[src/rtl/darken_pkg.sv]
// Shared pixel package.
// Holds the data width and darken shift amount that sibling image blocks
// agree on, so every stage of the pixel pipeline uses the same pixel width.
package darken_pkg;

  // Pixel data width in bits shared across the image pipeline.
  localparam int PIX_WIDTH = 8;

  // Default left-shift amount applied by the darken stage.
  localparam int DARKEN_SHIFT = 1;

  // Shift a pixel left and keep only the low w bits (no saturation).
  // Used as a reference formula by anything that needs the darken result
  // outside the block itself.
  function automatic logic [31:0] darken_value(input logic [31:0] pix,
                                               input int unsigned w,
                                               input int unsigned s);
    logic [31:0] mask;
    mask = (w >= 32) ? 32'hFFFF_FFFF : ((32'd1 << w) - 32'd1);
    return (pix << s) & mask;
  endfunction

endpackage

[src/rtl/darken.sv]
// darken: registered pixel left-shift.
// Each rising clock edge loads io_out with io_in shifted left by SHIFT and
// truncated to WIDTH bits. Bits shifted past the MSB are simply dropped.
// There is exactly one cycle of latency and one sample accepted per cycle.
//
// Ports:
//   clock  - single clock, rising edge active
//   reset  - asynchronous, active-high; clears io_out to 0 immediately
//   io_in  - unsigned input pixel, WIDTH bits
//   io_out - unsigned transformed pixel, WIDTH bits (registered)
module darken
  import darken_pkg::*;
#(
  parameter int WIDTH = PIX_WIDTH,
  parameter int SHIFT = DARKEN_SHIFT
) (
  input  logic             clock,
  input  logic             reset,
  input  logic [WIDTH-1:0] io_in,
  output logic [WIDTH-1:0] io_out
);

  // Reject parameter combinations that would make the shift meaningless.
  generate
    if ((WIDTH < 2) || (SHIFT < 0) || (SHIFT >= WIDTH)) begin : g_bad_params
      $error("darken: illegal parameters WIDTH=%0d SHIFT=%0d", WIDTH, SHIFT);
    end
  endgenerate

  logic [WIDTH-1:0] result_next;
  logic [WIDTH-1:0] out_reg;

  // The shift is evaluated at WIDTH bits, so the upper bits fall off here.
  always_comb begin
    result_next = io_in << SHIFT;
  end

  // The only state in the block; reset discards any in-flight sample.
  always_ff @(posedge clock or posedge reset) begin
    if (reset) begin
      out_reg <= '0;
    end else begin
      out_reg <= result_next;
    end
  end

  assign io_out = out_reg;

endmodule

[config.mk]
export PLATFORM = sky130hd
export DESIGN_NAME = darken
export DESIGN_NICKNAME = d
export VERILOG_FILES = /design/src/rtl/darken_pkg.sv /design/src/rtl/darken.sv
export SDC_FILE = /design/constraint.sdc
export NUM_CORES = 1
export LEC_CHECK = 0
export ABC_CLOCK_PERIOD_IN_PS = 800
export BUFFER_PORTS_ARGS = -buffer_cell sky130_fd_sc_hd__buf_2
export CAP_MARGIN = 30
export CORE_AREA = 2 2 39 41
export CTS_CLUSTER_DIAMETER = 200
export DETAILED_ROUTE_END_ITERATION = 16
export DIE_AREA = 0 0 41 43
export GPL_TIMING_DRIVEN = 0
export PLACE_DENSITY = 0.34
export SLEW_MARGIN = 20
export SYNTH_ARGS = -nofsm -noshare
export SYNTH_HDL_FRONTEND = slang
export SYNTH_SLANG_ARGS = --single-unit
[constraint.sdc]
create_clock -name clock -period 0.8 [get_ports clock]
set_clock_uncertainty 0.05 [all_clocks]
set_input_delay 0.04 -clock clock [delete_from_list [all_inputs] [get_ports clock]]
set_output_delay 0.04 -clock clock [all_outputs]
set_load 0.01 [all_outputs]
# Word-level counts from Yosys, hierarchy flattened
# Index checks and enable logic that the tools add are counted.
[totals]
ff_bits = 7
in_bits = 10
output_inout_bits = 8
word_cells = 1

# Depth between registers and ports, before layout
[depth]
depth_word = 0
ltp_mapped = 1

# Worst setup path before layout
# Ideal clock, no wire load.
[synth_path]
path_kind = "register to output"
start = "reg out_reg[1] (netlist: io_out[1])"
end = "out io_out[1]"
arrival_time_ns = 0.376
path_slack_ns = 0.334
path_stages_with_launch = 1
path_cell_list = "dfrtp_1"
[synth_rtl]
columns = ["element", "line", "text"]
rows = [
  ["start, declared", "darken.sv:31", "logic [WIDTH-1:0] out_reg;"],
  ["start signal, assigned", "darken.sv:43", "out_reg <= result_next;"],
  ["end, declared", "darken.sv:20", "output logic [WIDTH-1:0] io_out"],
]
# No word-level cell between the ends.

# Worst setup path in the final report
[layout_path]
start = "reg out_reg[6] (netlist: io_out[6])"
end = "out io_out[6]"
# No word-level cell between the ends.

==> out/metrics.csv <==
metric,value,unit
status,"finished, violations left",
failing checks,negative setup slack,
Clk Tree Root Cell,clkbuf_4,
post-synthesis register bit count,7,
final hold vios,0,
drt drc,0,
deepest clock path buffer count,2,
max-slew violations,0,
TritonCTS clock tree,yes,
min-delay worst type,input pin to async pin,
Synth Net Count,20,
P_leak,0.2093,nW
# placed instances,41,
ant diodes,0,
Synth Area in Compound Gates,0,%
adder-cell share of the synthesized area,0,%
die width,41,um
crit start category,register,
GRT overflow,0,
Initial DRC Count,1,
crit-path max FO,1,
die area,1763,sq um
Final HPWL DP,288.8,um
DR WL/cell,6.755,um
CP Capture Type,primary output,
CP Data Required Time,0.71,ns
Top Ports,18,
Initial Util,13.74,%
Mapped Avg Cell Area,19.02,sq um
Peak VDD IR,0.4602,mV
fin crit period,0.8183,ns
via count,164,
Achievable Freq,1222,MHz
CP Class,register to primary output,
Finished Layout Cells,53,
GP Congestion,0.5619,
main combinational cell family by area after synthesis,buffers and inverters,
worst path cell trace,buf_2,
CTS Buf Count,3,
largest net degree at the start of global routing,8,
YS warnings,0,
Avg Vias per Cell,3.094,
first-pass GRT wire length,524,um
Crit path largest cell delay,0.35,ns
"Power, Total",0.7700,mW
post-synthesis cell area,190.2,sq um
"Distinct cells, synth",4,
Final WS setup,-0.01833,ns
initial antenna violation count,0,
max FFs per register,7,
fraction of synthesized cell area in xor and xnor cells,0,%
Port Buffers,15,
P per Cell Area,1876,nW/um^2
Std-Cell Rows,14,
Final ANT Viol Nets,0,
Simple-Gate Fraction of Synth Area,0,%
Initial DRT Pass Iterations,4,
CP top delay family,flip-flops,
core footprint,1384,sq um
Final Setup Violations,7,
unrepaired setup endpoints after global routing,yes,
Slowest cell on crit path,dfrtp_1,
Crit path buffers/inverters,1,
post-place setup slack,0.2343,ns
drt total wl,358,um
layout cells sized above 1,51.35,%
"Clk pin slew, worst setup/hold paths",0.05,ns
Syn-to-layout area delta,115.8,%
WP data arrival,0.73,ns
number of global-route vias before repair,161,
share of the yosys chip area belonging to registers,92.11,%
fin crit share,102.3,%
chip height,43,um
Nets,48,
Post-CTS Setup Bufs,0,
max-cap violation count,0,
H-tree depth,1,
total track usage,5.167,%
cells after synthesis,10,
mux cell area share after synthesis,0,%
Sink Count,7,
Setup TNS Final,-0.06760,ns
## area by class of cell
class	count	area, sq um
buffer	1	7.507
inverter	1	3.754
tap	16	20.02
timing repair buffer	23	173.9
clock buffer	4	26.28
multi-input combinational	1	3.754
sequential	7	175.2
fill	143	973.4
## cell usage after synthesis (all sizes together)
cell type  count  share of area (%)
dfrtp          7                 92
conb           1                2.0
buf            1                3.9
inv            1                2.0
## power breakdown
group | internal (mW) | leakage (nW) | switching (mW)
clock network | 0.189 | 0.0150 | 0.107
logic | 0.0630 | 0.113 | 0.0333
registers | 0.373 | 0.0816 | 0.00525
total | 0.625 | 0.209 | 0.145
## cell families after synthesis
| group | Yosys count |
|---|---|
| flops | 7 |
| buf+inv | 2 |
| other cells | 1 |
## routing by layer
| metal | track usage, % | routed length [um] |
|---|---|---|
| met1 | 2.980 | 105 |
| met2 | 7.500 | 199 |
| met3 | 3.141 | 36 |
| met4 | 8.000 | 17 |
| met5 | 0 | 0 |
## layout by cell type, fill, tap and decap left out, drive strengths merged
cell | netlist | layout
dlygate4sd3 | 0 | 8
dfrtp | 7 | 7
conb | 1 | 1
clkbuf | 0 | 4
inv | 1 | 1
buf | 1 | 16
## worst paths after layout
check                      slack (ns)  cells after the start                  end           startpoint
min in group clock               0.39                      2  io_out[6]$_DFF_PP0_             io_in[5]
worst min-delay path             0.21                      3  io_out[6]$_DFF_PP0_                reset
worst max-delay path            -0.02                      1            io_out[6]  io_out[6]$_DFF_PP0_
max in group asynchronous        0.29                      3  io_out[2]$_DFF_PP0_                reset
## stage by stage
step | hold slack [ns] | util (%) | area, sq um
after floorplan | -0.2066 | - | 190.2
after global placement | -0.08428 | 20.61 | 285.3
after detailed placement | -0.08086 | 20.61 | 285.3
after CTS | 0.2144 | 28.30 | 391.6
after global routing | 0.2375 | 29.66 | 410.4
final | 0.2104 | 29.66 | 410.4
## repair_timing
action	CTS	global route
cloned	0	0
gates resized for setup	0	3
hold endpoints to repair	14	0
endpoints found under the setup margin	7	7
hold buffers	8	0
Power figures use the tool's default switching activity.
